## config.mk

```make
export PLATFORM = sky130hd
export DESIGN_NAME = ref_mem_ctrl
export DESIGN_NICKNAME = d
export VERILOG_FILES = /design/src/rtl/ref_mem_ctrl.sv
export SDC_FILE = /design/constraint.sdc
export NUM_CORES = 1
export LEC_CHECK = 0
export CORE_UTILIZATION = 50
export CTS_BUF_LIST = sky130_fd_sc_hd__clkbuf_8 sky130_fd_sc_hd__clkbuf_16
export CTS_CLUSTER_DIAMETER = 60
export CTS_CLUSTER_SIZE = 40
export DETAILED_ROUTE_END_ITERATION = 8
export GPL_TIMING_DRIVEN = 0
export PLACE_DENSITY = 0.75
export SLEW_MARGIN = 10
export SYNTH_ARGS = -nofsm -noshare
export SYNTH_HDL_FRONTEND = slang
export SYNTH_SLANG_ARGS = --single-unit
```

## constraint.sdc

```tcl
create_clock -name clk -period 3.1 [get_ports clk]
set_input_delay 0.465 -clock clk [delete_from_list [all_inputs] [get_ports clk]]
set_output_delay 0.465 -clock clk [all_outputs]
set_load 0.03 [all_outputs]
```

## src/rtl/ref_mem_ctrl.sv

```systemverilog
// ref_mem_ctrl: sequencer for the ME reference-window memory.
// Loads one window of NUM_ROWS rows, then runs one 8-row read sweep and
// four single-row sweeps (one per lane group). Issue is throttled by the PE
// array's ready and by a credit counter of reads still in flight.
// Optional build macro REF_MEM_CTRL_PERF_EN adds the stall_cnt output.
module ref_mem_ctrl #(
   parameter int NUM_ROWS = 64,
   parameter int MAX_OUT  = 4,
   parameter int ADDR_W   = 7
) (
   input  logic              clk,
   input  logic              rst,
   input  logic              start,
   input  logic              abort,
   input  logic              ref_in_vld,
   input  logic              pe_ready,
   input  logic              Oda8R_va,
   input  logic              da1R_va,
   output logic              beg_en,
   output logic [ADDR_W-1:0] rd_address,
   output logic              rd8R_en,
   output logic [3:0]        rdR_sel,
   output logic              rd_issue,
   output logic              busy,
   output logic              done
`ifdef REF_MEM_CTRL_PERF_EN
   ,
   output logic [15:0]       stall_cnt
`endif
);

   localparam logic [2:0] StIdle  = 3'd0;
   localparam logic [2:0] StLoad  = 3'd1;
   localparam logic [2:0] StScan8 = 3'd2;
   localparam logic [2:0] StScan1 = 3'd3;
   localparam logic [2:0] StDrain = 3'd4;
   localparam logic [2:0] StDone  = 3'd5;

   localparam logic [7:0]        LastRow   = 8'(NUM_ROWS - 1);
   localparam logic [ADDR_W-1:0] LastAddr8 = ADDR_W'(NUM_ROWS - 8);
   localparam logic [ADDR_W-1:0] LastAddr1 = ADDR_W'(NUM_ROWS - 1);
   localparam logic [ADDR_W-1:0] Step8     = ADDR_W'(8);
   localparam logic [ADDR_W-1:0] Step1     = ADDR_W'(1);
   localparam logic [3:0]        OutMax    = 4'(MAX_OUT);

   logic [2:0]        state_q, state_d;
   logic [7:0]        wcnt_q, wcnt_d;
   logic [ADDR_W-1:0] addr_q, addr_d;
   logic [1:0]        pass_q, pass_d;
   logic [3:0]        out_q, out_d;

   logic              beg_en_q;
   logic [ADDR_W-1:0] rd_address_q;
   logic              rd8R_en_q;
   logic [3:0]        rdR_sel_q;
   logic              rd_issue_q;
   logic              busy_q;
   logic              done_q;

   logic              scan;
   logic              can_issue;
   logic              issue;
   logic              any_va;
   logic              drain_empty;

   assign scan      = (state_q == StScan8) || (state_q == StScan1);
   assign can_issue = pe_ready && (out_q < OutMax);
   assign any_va    = Oda8R_va || da1R_va;
   // The returning strobe this cycle may empty the counter, so DRAIN can
   // exit without waiting an extra cycle for out_q to reach zero.
   assign drain_empty = (out_q == 4'd0) || ((out_q == 4'd1) && any_va);

   // Next-state for the sequencer: state, write count, read address, pass.
   always_comb begin
      state_d = state_q;
      wcnt_d  = wcnt_q;
      addr_d  = addr_q;
      pass_d  = pass_q;
      issue   = 1'b0;
      case (state_q)
         StIdle: begin
            if (start) begin
               state_d = StLoad;
               wcnt_d  = 8'd0;
               addr_d  = '0;
               pass_d  = 2'd0;
            end
         end
         StLoad: begin
            if (ref_in_vld) begin
               wcnt_d = wcnt_q + 8'd1;
               if (wcnt_q == LastRow) begin
                  state_d = StScan8;
                  addr_d  = '0;
               end
            end
         end
         StScan8: begin
            if (can_issue) begin
               issue = 1'b1;
               if (addr_q == LastAddr8) begin
                  state_d = StScan1;
                  addr_d  = '0;
                  pass_d  = 2'd0;
               end else begin
                  addr_d = addr_q + Step8;
               end
            end
         end
         StScan1: begin
            if (can_issue) begin
               issue = 1'b1;
               if (addr_q == LastAddr1) begin
                  addr_d = '0;
                  if (pass_q == 2'd3) begin
                     state_d = StDrain;
                  end else begin
                     pass_d = pass_q + 2'd1;
                  end
               end else begin
                  addr_d = addr_q + Step1;
               end
            end
         end
         StDrain: begin
            if (drain_empty) begin
               state_d = StDone;
            end
         end
         StDone: begin
            state_d = StIdle;
         end
         default: begin
            state_d = StIdle;
         end
      endcase
      // Abort overrides everything, including a start in the same cycle.
      if (abort) begin
         state_d = StIdle;
         wcnt_d  = 8'd0;
         addr_d  = '0;
         pass_d  = 2'd0;
         issue   = 1'b0;
      end
   end

   // Credit counter: +1 per issue, -1 per valid strobe, saturating at zero.
   always_comb begin
      out_d = out_q;
      if (issue && !any_va) begin
         out_d = out_q + 4'd1;
      end else if (!issue && any_va && (out_q != 4'd0)) begin
         out_d = out_q - 4'd1;
      end
      if (abort) begin
         out_d = 4'd0;
      end
   end

   // Sequencer state registers.
   always_ff @(posedge clk or posedge rst) begin
      if (rst) begin
         state_q <= StIdle;
         wcnt_q  <= 8'd0;
         addr_q  <= '0;
         pass_q  <= 2'd0;
         out_q   <= 4'd0;
      end else begin
         state_q <= state_d;
         wcnt_q  <= wcnt_d;
         addr_q  <= addr_d;
         pass_q  <= pass_d;
         out_q   <= out_d;
      end
   end

   // Registered outputs, decided from the current state and inputs.
   always_ff @(posedge clk or posedge rst) begin
      if (rst) begin
         beg_en_q     <= 1'b0;
         rd_address_q <= '0;
         rd8R_en_q    <= 1'b0;
         rdR_sel_q    <= 4'd0;
         rd_issue_q   <= 1'b0;
         busy_q       <= 1'b0;
         done_q       <= 1'b0;
      end else if (abort) begin
         beg_en_q     <= 1'b0;
         rd_address_q <= '0;
         rd8R_en_q    <= 1'b0;
         rdR_sel_q    <= 4'd0;
         rd_issue_q   <= 1'b0;
         busy_q       <= 1'b0;
         done_q       <= 1'b0;
      end else begin
         beg_en_q   <= (state_q == StLoad) && ref_in_vld;
         rd_issue_q <= issue;
         if (issue) begin
            rd_address_q <= addr_q;
         end else if ((state_q == StIdle) && start) begin
            rd_address_q <= '0;
         end
         rd8R_en_q <= (state_q == StScan8);
         rdR_sel_q <= (state_q == StScan1) ? (4'b0001 << pass_q) : 4'd0;
         busy_q    <= (state_d != StIdle);
         done_q    <= (state_d == StDone);
      end
   end

   assign beg_en     = beg_en_q;
   assign rd_address = rd_address_q;
   assign rd8R_en    = rd8R_en_q;
   assign rdR_sel    = rdR_sel_q;
   assign rd_issue   = rd_issue_q;
   assign busy       = busy_q;
   assign done       = done_q;

`ifdef REF_MEM_CTRL_PERF_EN
   logic [15:0] stall_q;

   // Count scan cycles where no read could issue; held in IDLE for readout.
   always_ff @(posedge clk or posedge rst) begin
      if (rst) begin
         stall_q <= 16'd0;
      end else if ((state_q == StIdle) && start && !abort) begin
         stall_q <= 16'd0;
      end else if (scan && !can_issue && (stall_q != 16'hFFFF)) begin
         stall_q <= stall_q + 16'd1;
      end
   end

   assign stall_cnt = stall_q;
`endif

endmodule

```

# Word level (Yosys, flattened, before mapping)
# Cells that the tools add are included.
# totals
register_bits,40
out_inout_bits,16
word_cells,110
# op_classes
n_addsub,6
magnitude_cmp,1
n_eq_ne,18
n_shift,1
muxes,48
reduce_logical,24
# ops
op,count
7-bit two-way mux,11
3-bit two-way mux,10
7-bit one-hot mux with 4 select lines,1
8-bit two-way mux,3
4-bit two-way mux,5
"3-bit != test, second input constant",6
8-bit one-hot mux with 2 select lines,1
3-bit one-hot mux with 5 select lines,1
"7-bit by 6-bit equality test with 1-bit output, second input constant",2
2-bit two-way mux,7
3-bit nonzero test,4
"8-bit by 1-bit adder with 8-bit output, second input constant",1
"8-bit by 6-bit equality test with 1-bit output, second input constant",1
1-bit two-way mux,8
4-bit nonzero test,2
"7-bit by 1-bit adder with 7-bit output, second input constant",1
"7-bit by 4-bit adder with 7-bit output, second input constant",1
1-bit logical AND,7
7-bit AND reduction,1
"3-bit by 2-bit equality test with 1-bit output, second input constant",2
"3-bit equality test, second input constant",2
"3-bit by 2-bit != test with 1-bit output, second input constant",2
2-bit one-hot mux with 3 select lines,1
6-bit AND reduction,1
15 further kinds,17

# Depth between registers and ports, before layout
# Gate-level depths: netlist of the first run.
# depth
depth_word,11
mapped_depth,7

# Worst setup path before layout of the first run
# OpenSTA, ideal clock, no wires.
# synth_timing
path_type,flip-flop to flip-flop
start,reg state_q[2]
end,reg addr_q[0]
setup_time_ns,0.118
t_arrival_ns,1.557
required_time_ns,2.982
path_slack_ns,1.425
stages_incl_launch_ff,7
cell_sequence,dfrtp_1 buf_4 or3b_4 o221a_4 nand3_2 nor4_1 a21o_1
# synth_between
elab_chain_len,3
word_cells_on_any_way,13
# synth_rtl
item,line,text
from (decl),46,"logic [2:0] state_q, state_d;"
from (signal assigned),163,state_q <= StIdle;
from (signal assigned),169,state_q <= state_d;
3-bit by 1-bit equality test with 1-bit output (tied with other cells),80,case (state_q)
3-bit != test (no line) (tied with other cells),--,
6-bit AND reduction (no line) / 7-bit two-way mux (equally long branches),--,
to (signal assigned),171,addr_q <= addr_d;
to (decl),48,"logic [ADDR_W-1:0] addr_q, addr_d;"
# Several ways; a longest one is shown, not always the timed one.
# A chain may end at the register's enable or synchronous reset.

# Worst setup path in the final report of the first run
# layout_timing
start,in abort
end,reg pass_q[0]
# layout_between
elab_chain_len,2
word_cells_on_any_way,9
# layout_rtl
item,line,text
from (decl),14,"input logic abort,"
3-bit != test (no line) (tied with other cells),--,
7-bit AND reduction (no line),--,
to (signal assigned),172,pass_q <= pass_d;
to (decl),49,"logic [1:0] pass_q, pass_d;"
# Several ways; a longest one is shown, not always the timed one.

==> results of run 1 <==
[state kept, by name, indices dropped and copies added (netlist names)]
name / count
wcnt_q: 8
addr_q: 7
rd_address: 7
out_q: 4
rdR_sel: 4
state_q: 3
pass_q: 2
beg_en: 1
busy: 1
done: 1
rd8R_en: 1
rd_issue: 1
[metal layers]
metal	vias up	GRT usage	wire length [microns]
met5	-	0	0
met2	46	0.314	2150
met1	872	0.291	2150
met4	0	0.0862	79
met3	8	0.0497	196
li1	890	-	-
[kinds of logic after synthesis]
kind of cell / share of synthesized area
adder cells (fa/ha/maj): 0.0612
buffers and inverters: 0.0395
multiplexers: 0.0100
flip-flops: 0.445
AND/OR/NAND/NOR: 0.248
AO/OA/AOI/OAI: 0.188
XOR/XNOR: 0.00780
[Yosys cell counts, types with 3 or more instances]
cell type and instances:
and2_1 3, clkbuf_1 4, ha_1 11, nor3_1 5, a21oi_1 9, inv_1 10
o21ai_0 12, o21ai_1 10, nand3b_1 4, dfrtp_1 40, nand2_1 27, nand3_1 8
a21o_1 3, a22o_1 6, nor2_1 14, nand2b_1 5, and3_1 7
[where the power goes]
group | leakage (nW) | internal (mW) | switching (mW)
registers | 0.553 | 0.545 | 0.0307
logic | 0.603 | 0.112 | 0.134
clock network | 0.0538 | 0.175 | 0.177
[metrics by stage]
| stage | util | hold WS, ns | area (sq um) | cells | setup WS [ns] |
|---|---|---|---|---|---|
| 2_1_floorplan | - | 0.452 | 2250 | 231 | 1.43 |
| 3_3_place_gp | 0.588 | 0.465 | 2540 | 306 | 0.673 |
| 3_5_place_dp | 0.594 | 0.475 | 2570 | 307 | 0.700 |
| 4_1_cts | 0.615 | 0.492 | 2660 | 315 | 1.00 |
| 5_1_grt | 0.615 | 0.506 | 2660 | 315 | 0.871 |
| 6_report | 0.615 | 0.478 | 2660 | 315 | 1.01 |
[cell usage in the layout, fill, tap and decap left out, types with 2 or more instances in the layout]
cell type,count
o21ai_0,12
nor2_1,14
a2bb2oi_1,2
a22o_1,6
and2_1,3
nand2_1,27
a41oi_1,2
dfrtp_1,40
buf_2,2
o21ai_1,10
clkbuf_1,4
nand3b_1,4
a21o_1,3
nor3b_4,2
nor3_1,5
inv_2,2
nor4b_1,2
o21a_1,2
clkbuf_8,6
inv_1,11
ha_1,11
clkdlybuf4s50_1,23
a31oi_1,2
nand3_1,8
and3_1,7
mux2_2,2
nor4_1,2
a21oi_1,9
nor2b_1,2
nand2b_1,5
[cell type report]
| type | instances | area share |
|---|---|---|
| Multi-Input combinational cell | 171 | 0.435 |
| Buffer | 8 | 0.0165 |
| Clock inverter | 2 | 0.00282 |
| Inverter | 12 | 0.0169 |
| Tap cell | 52 | 0.0245 |
| Sequential cell | 40 | 0.376 |
| Timing Repair Buffer | 24 | 0.0969 |
| Clock buffer | 6 | 0.0310 |
[final timing paths]
path                                from            end
hold / removal                       rst  rd_address[6]
max in group asynchronous            rst      pass_q[0]
hold reg to reg            rd_address[1]  rd_address[1]
min in group clk           rd_address[1]  rd_address[1]
setup / recovery                   abort      pass_q[0]
setup reg to reg              state_q[1]      pass_q[0]
==> run_results.csv, run 1 <==
group,metric,value,unit
cells_and_area,multiInputGateArea,1160,sq um
drt,wl,4570,microns
clock_tree,post_cts_buffers,0,
critical_path,crit_required,3.28,ns
sta,min_period,2.09,ns
critical_path,worstPathArrival,2.27,ns
synth,ys_types,60,
global_routing,grt_use_total,0.209,
critical_path,crit_family,"simple AND/OR/NAND/NOR gates",
synth,synth_flop_cell,"dfrtp_1",
hold_path,hp-class,"in2async",
critical_path,critPathBufInv,1,
critical_path,endpoint_kind,"flop",
sta,period_share,0.673,
clock_tree,cts_resized,0,
sta,fin_setup_tns,0,ns
clock_tree,cts.sinks,40,
clock_tree,clock_latency,0.30,ns
cells_and_area,n_antenna_cell,0,
synth,syn_nets,250,
drt,drt-initial-drc-count,154,
drt,first_pass_iters,4,
floorplan,die_w,69.0,microns
global_routing,grt_max_degree,23,
drt,wire_per_inst,14.5,microns
cells_and_area,nNetsFinal,281,
critical_path,slowest_stage,"clkdlybuf4s50_1",
cells_and_area,fillCellCount,377,
power,p_leak,1.21,nW
synth,yosysTopAreaCellShare,0.445,
critical_path,worst_path_largest_cell_delay,0.57,ns
floorplan,io_pins,24,
floorplan,dieArea,4770,sq um
sta,slew_violations,0,
synth,synth.largest_area_cell,"dfrtp_1",
flow_run,maxCapViolations,0,
cells_and_area,final-seq-area,1000,sq um
synth,synth_area,2250,sq um
clock_tree,cts_tree,"yes",
power,ir_drop,345,uV
clock_tree,cts_root_buffer,"clkbuf_8",
synth,avgSynthCellArea,9.73,sq um
floorplan,core_area,4320,sq um
critical_path,rr_worst_depth,5,
global_routing,gr-total-overflow,0,
floorplan,fp.dieH,69.0,microns
power,p_per_area,441,nW/um^2
sta,rsz0062_at_grt,"no",
power,total_power,1.17,mW
global_routing,grt_pass1_vias,1611,
critical_path,path_class,"in2reg",
clock_tree,clk_path_buf_depth,2,
critical_path,critPathLaunchType,"primary input",
synth,synth_cells,231,
sta,fmax,0.479,GHz
sta,setup_viol,0,
cells_and_area,syn_to_final_growth,18.4,%
placement,place_congestion,0.824,
global_routing,antenna_found_initial,0,
drt,ant_nets,0,
clock_tree,hold_buffers,0,
drt,viasPerCell,5.77,
critical_path,crit_chain,"clkdlybuf4s50_1 -> nor4b_1 -> o21ai_2 -> nand2b_1 -> nor4_2 -> mux2_2",
cells_and_area,layout-drive-gt1-share,0.114,
critical_path,worstPathMaxFanout,7,
run_status,status,"finished, final reports clean",
clock_tree,path_clk_slew,0.07,ns
drt,route.detailed.drc,0,
floorplan,start_util,0.520,
synth,yosys_warnings,0,
floorplan,fp-row-count,24,
synth,synth-seq-cells,40,
critical_path,path_depth,6,
sta,maxSlewHeadroom,0.604,
clock_tree,htreeDepth,2,
synth,synth_edf_count,0,
synth,synth-async-reset-ratio,1.00,
sta,worst_pin_slew,0.592,ns
clock_tree,cts-buffers-inserted,5,
drt,vias,1816,
synth,synth_area_leaders,"dfrtp_1 (45%), ha_1 (6.1%), nand2_1 (4.5%), o21ai_0 (2.7%), nor2_1 (2.3%)",
sta,final-hold-violation-count,0,
critical_path,r2r_setup_slack,1.22,ns
synth,yosysSeqAreaShare,0.445,
placement,io_buffers,23,
placement,place_hpwl,3340,microns
sta,skew,0.00605,ns
global_routing,grt_pass1_wl,7870,microns
Power figures use the tool's default switching activity.
==> run 2: changes to the inputs <==
- PLACE_DENSITY: 0.75 -> 0.78
- clock period: 3.1 -> 1.8 ns (I/O delays scaled with it)
==> run 2 against run 1 <==
Against the previous run: critical path type is now reg2reg; design area increased by 5.6%; clock-buffer cell count up 1; via count grew 1.2%; the flow now finishes with violations (negative setup slack); worst setup slack lost 1.0 ns; critical path depth unchanged; wire length rose by 4.2%; final cell count up 0.95%; sequential power increased by 73%; sequential cell count did not move; critical endpoint is now addr_q[0]; non-clock buffer count rose by 4; first-iteration DRC count up 1.3%; worst hold slack got worse by 0.19 ns.
==> run_results.csv, run 2 (same netlist as run 1, synthesis figures left out) <==
group,metric,value,unit
placement,place_hpwl,3310,microns
placement,place_ws,-0.411,ns
placement,place_congestion,0.876,
floorplan,die_w,69.0,microns
drt,route.detailed.drc,0,
critical_path,endpoint_kind,"flop",
critical_path,critPathLaunchType,"flop",
sta,maxSlewHeadroom,0.695,
drt,first_pass_iters,4,
cells_and_area,nNetsFinal,285,
floorplan,io_pins,24,
sta,final-hold-violation-count,0,
clock_tree,cts_tree,"yes",
floorplan,start_util,0.520,
drt,viasPerCell,5.78,
cells_and_area,final_common_cell,"dfrtp_1",
critical_path,r2r_setup_slack,-0.0008,ns
power,p_leak,1.25,nW
cells_and_area,largest_register,"wcnt_q",
global_routing,gr-total-overflow,0,
cells_and_area,post-route-util,0.649,
power,pwr-share-seq,0.476,
cells_and_area,largest_register_ffs,8,
cells_and_area,fin_cells,318,
drt,wire_per_inst,15.0,microns
drt,wl,4770,microns
global_routing,grt_pass1_wl,8050,microns
flow_run,maxCapViolations,0,
sta,slew_violations,0,
clock_tree,clock_latency,0.30,ns
floorplan,core_area,4320,sq um
clock_tree,cts_root_buffer,"clkbuf_8",
drt,ant_nets,0,
critical_path,worstPathMaxFanout,10,
drt,vias,1837,
power,combPwrFrac,0.220,
sta,worst_pin_slew,0.457,ns
critical_path,r2r-end,"addr_q[0]",
power,p_per_area,746,nW/um^2
clock_tree,path_clk_slew,0.07,ns
global_routing,grt_max_degree,23,
clock_tree,cts.sinks,40,
sta,setup_viol,1,
sta,skew,0.00706,ns
power,ir_drop,532,uV
floorplan,fp-row-count,24,
sta,holdWs,0.291,ns
critical_path,path_class,"reg2reg",
sta,period_share,1.00,
critical_path,worstPathArrival,1.99,ns
run_status,status,"complete, but fails checks",
clock_tree,cts-buffers-inserted,5,
critical_path,rr_worst_depth,6,
power,pwr-share-clk,0.304,
placement,io_buffers,23,
hold_path,hp-class,"in2async",
global_routing,grt_pass1_vias,1759,
placement,placed_cells,307,
cells_and_area,layout-drive-gt1-share,0.192,
floorplan,fp.dieH,69.0,microns
cells_and_area,final_cell_mix,"dfrtp_1 (35), nand2_1 (27), clkdlybuf4s50_1 (22)",
run_status,violations,"negative setup slack",
sta,rsz0062_at_grt,"yes",
clock_tree,hold_buffers,0,
cells_and_area,n_antenna_cell,0,
power,p_sw_frac,0.287,
power,p_switching,601,uW
global_routing,grt_use_total,0.209,
power,power.internal,1.49,mW
sta,fmax,0.555,GHz
drt,drt-initial-drc-count,156,
clock_tree,clk_path_buf_depth,2,
critical_path,crit_required,1.99,ns
sta,min_period,1.80,ns
clock_tree,htreeDepth,2,
global_routing,antenna_found_initial,0,
floorplan,dieArea,4770,sq um
sta,fin_ws,-0.000758,ns
cells_and_area,syn_to_final_growth,24.9,%
critical_path,r2r_start,"state_q[2]",
run 2: cell count changes in the layout (fill, tap and decap cells not counted), sizes merged:
cell / change
buf: +4
clkbuf: +1
clkdlybuf4s50: -1
dlygate4sd2: +1
inv: -2
run 2: area by class of cell:
cell class / count / area [sq um]
plain buffers: 8 / 50.0
multi-input cells: 171 / 1260
flip-flops and latches: 40 / 1010
repair buffers: 28 / 287
fillers: 358 / 1520
well taps: 52 / 65.1
clock buffers: 7 / 96.3
inverters: 12 / 45.0
run 2: worst max path at each step:
stage	start	to
after floorplan	state_q[2]	addr_q[0]
after global placement	abort	pass_q[0]
after detailed placement	start	pass_q[0]
after CTS	pe_ready	pass_q[0]
after global routing	state_q[2]	addr_q[0]
final	state_q[2]	addr_q[0]
run 2: repair_timing:
item,4_1_cts,5_1_grt
buffers inserted,3,1
pin swaps,1,5
gates cloned,0,0
resized for setup,8,18
hold endpoints to repair,0,0
setup endpoints to repair,7,11
run 2: power by group through the flow:
stage	combinational [mW]	sequential [mW]	clock, mW
6_report	0.460	0.997	0.637
5_1_grt	0.515	1.00	0.690
4_1_cts	0.432	0.993	0.651
3_5_place_dp	0.427	1.01	0
3_3_place_gp	0.405	1.01	0
2_1_floorplan	0.325	1.00	0
run 2: routing by layer:
metal | GRT usage | up-vias | wire length, microns
met4 | 0.0771 | 0 | 73
met1 | 0.278 | 888 | 2240
met5 | 0 | - | 0
met2 | 0.338 | 39 | 2300
li1 | - | 904 | -
met3 | 0.0439 | 6 | 147
run 2: stage by stage:
step,power [mW],TNS (ns),cell area [sq um]
after floorplan,1.33,0,2250
after global placement,1.41,-12.65,2540
after detailed placement,1.44,-4.96,2570
after CTS,2.08,-0.00698,2730
after global routing,2.21,-0.121,2810
final,2.09,-0.000758,2810
run 2: worst max-delay path, cell delays in order (launching register included):
cell     delay (ns)
dfrtp_2        0.45
buf_6          0.16
or3b_4         0.43
o221a_4        0.32
nand3_4        0.12
nor4_1         0.06
a21o_1         0.15
==> run 3: changes to the inputs <==
==> constraint.sdc (replaced) <==
create_clock -name clk -period 1.8 [get_ports clk]
set_input_delay 0.36 -clock clk [delete_from_list [all_inputs] [get_ports clk]]
set_output_delay 0.36 -clock clk [all_outputs]
set_load 0.03 [all_outputs]
==> run 3 against run 2 <==
Against the previous run: the run now ends clean; design area increased by 0.80%; clock-buffer cell count unchanged; worst setup slack improved by 0.028 ns; global-route usage about the same; clock power about the same; largest cell class unchanged; largest power group unchanged.
==> run_results.csv, run 3 (same netlist as run 1, synthesis figures left out) <==
group,metric,value,unit
flow_run,maxCapViolations,0,
floorplan,start_util,0.520,
power,combPwrFrac,0.228,
clock_tree,cts_root_buffer,"clkbuf_8",
hold_path,hp-class,"in2async",
cells_and_area,final_common_cell,"dfrtp_1",
floorplan,fp.dieH,69.0,microns
critical_path,crit_required,1.98,ns
drt,route.detailed.drc,0,
cells_and_area,layout-drive-gt1-share,0.193,
floorplan,dieArea,4770,sq um
critical_path,slowest_stage,"dfrtp_2",
global_routing,grt_use_total,0.209,
cells_and_area,final-seq-area,1000,sq um
sta,maxSlewHeadroom,0.692,
placement,placed_cells,307,
global_routing,gr-total-overflow,0,
sta,fmax,0.564,GHz
critical_path,path_class,"reg2reg",
floorplan,die_w,69.0,microns
floorplan,core_area,4320,sq um
cells_and_area,syn_to_final_growth,25.9,%
global_routing,antenna_found_initial,0,
power,pwr-share-seq,0.471,
critical_path,rr_worst_depth,6,
sta,skew,0.00658,ns
sta,fin_ws,0.0271,ns
cells_and_area,largest_register_ffs,8,
critical_path,worst_path_largest_cell_delay,0.43,ns
clock_tree,clock_latency,0.29,ns
placement,place_hpwl,3310,microns
sta,worst_pin_slew,0.461,ns
clock_tree,path_clk_slew,0.07,ns
critical_path,critPathBufInv,1,
sta,setup_viol,0,
drt,wire_per_inst,14.9,microns
drt,ant_nets,0,
floorplan,fp-row-count,24,
clock_tree,cts-buffers-inserted,5,
cells_and_area,fin_cells,321,
critical_path,crit_family,"simple AND/OR/NAND/NOR gates",
drt,vias,1838,
clock_tree,cts.sinks,40,
power,p_leak,1.28,nW
global_routing,grt_pass1_wl,8080,microns
critical_path,r2r-end,"addr_q[0]",
power,ir_drop,536,uV
floorplan,io_pins,24,
cells_and_area,largest_register,"wcnt_q",
run_status,status,"finished, final reports clean",
cells_and_area,multiInputGateArea,1250,sq um
drt,wl,4780,microns
power,p_per_area,746,nW/um^2
placement,io_buffers,23,
power,p_switching,604,uW
clock_tree,cts_tree,"yes",
critical_path,worstPathArrival,1.95,ns
clock_tree,htreeDepth,2,
critical_path,r2r_start,"state_q[2]",
drt,viasPerCell,5.73,
critical_path,r2r_setup_slack,0.03,ns
clock_tree,clk_path_buf_depth,2,
power,p_sw_frac,0.286,
critical_path,endpoint_kind,"flop",
placement,place_congestion,0.876,
sta,final-hold-violation-count,0,
sta,period_share,0.985,
drt,first_pass_iters,4,
critical_path,worstPathMaxFanout,10,
sta,rsz0062_at_grt,"yes",
power,pwr-share-clk,0.301,
global_routing,grt_pass1_vias,1756,
global_routing,grt_max_degree,23,
cells_and_area,nNetsFinal,288,
critical_path,path_depth,6,
critical_path,critPathLaunchType,"flop",
critical_path,crit_chain,"buf_6 -> or3b_4 -> o221a_4 -> nand3_4 -> nor4_1 -> a21o_1",
cells_and_area,final_cell_mix,"dfrtp_1 (37), nand2_1 (27), clkdlybuf4s50_1 (21)",
cells_and_area,fillCellCount,355,
cells_and_area,n_antenna_cell,0,
sta,slew_violations,0,
power,total_power,2.11,mW
drt,drt-initial-drc-count,133,
power,power.internal,1.51,mW
placement,place_ws,-0.501,ns
sta,min_period,1.77,ns
-- run 3: changes by cell type in the layout (fill, tap and decap cells not counted) --
cell / delta
buf_4: +4
clkbuf_1: -1
clkdlybuf4s50_1: -1
dfrtp_1: +2
dfrtp_2: -2
dlymetal6s2s_1: +1
o21ai_1: +1
o21ai_2: -1
-- run 3: final cells by class --
class                      count  share of cell area
buffer                         7              0.0164
sequential                    40               0.355
inverter                      12              0.0159
timing repair buffer          32               0.113
tap                           52              0.0230
clock buffer                   7              0.0340
multi-input combinational    171               0.443
-- run 3: per-stage QoR --
step	setup TNS, ns	cell area, sq um	hold WS [ns]	util
floorplan	0	2250	0.452	-
global placement	-18.82	2540	0.466	0.588
detailed placement	-7.71	2570	0.478	0.594
CTS	-0.0875	2750	0.395	0.636
global route	-0.0369	2830	0.442	0.655
finish	0	2830	0.391	0.655
-- run 3: worst max path at each step --
stage	start	to	slack [ns]
after floorplan	state_q[2]	addr_q[0]	0.13
after global routing	addr_q[2]	pass_q[0]	-0.01
after global placement	abort	pass_q[0]	-0.47
final	state_q[2]	addr_q[0]	0.03
after detailed placement	start	pass_q[0]	-0.50
after CTS	start	pass_q[0]	-0.05
-- run 3: worst reg2reg max path: stages, from the launching register on --
cell     delay, ns
dfrtp_2       0.43
buf_6         0.16
or3b_4        0.43
o221a_4       0.32
nand3_4       0.11
nor4_1        0.06
a21o_1        0.15
-- run 3: power groups by stage --
stage / sequential (mW) / combinational, mW / clock (mW)
after floorplan: 1.00 / 0.325 / 0
after detailed placement: 1.01 / 0.427 / 0
after global placement: 1.01 / 0.405 / 0
final: 0.995 / 0.482 / 0.635
after CTS: 0.993 / 0.456 / 0.651
after global routing: 1.00 / 0.536 / 0.690
-- run 3: layer usage --
metal | part of all wire | routed length (microns) | vias up | track usage
met4 | 0.015 | 70 | 0 | 0.0771
met1 | 0.45 | 2160 | 880 | 0.278
li1 | - | - | 907 | -
met2 | 0.50 | 2360 | 43 | 0.337
met3 | 0.037 | 177 | 8 | 0.0439
met5 | 0 | 0 | - | 0
-- run 3: what timing repair did --
item | 4_1_cts | 5_1_grt
buffers inserted | 5 | 3
setup endpoints to repair | 8 | 12
hold buffers | 0 | 0
pin swaps | 1 | 5
gates resized for setup | 8 | 16
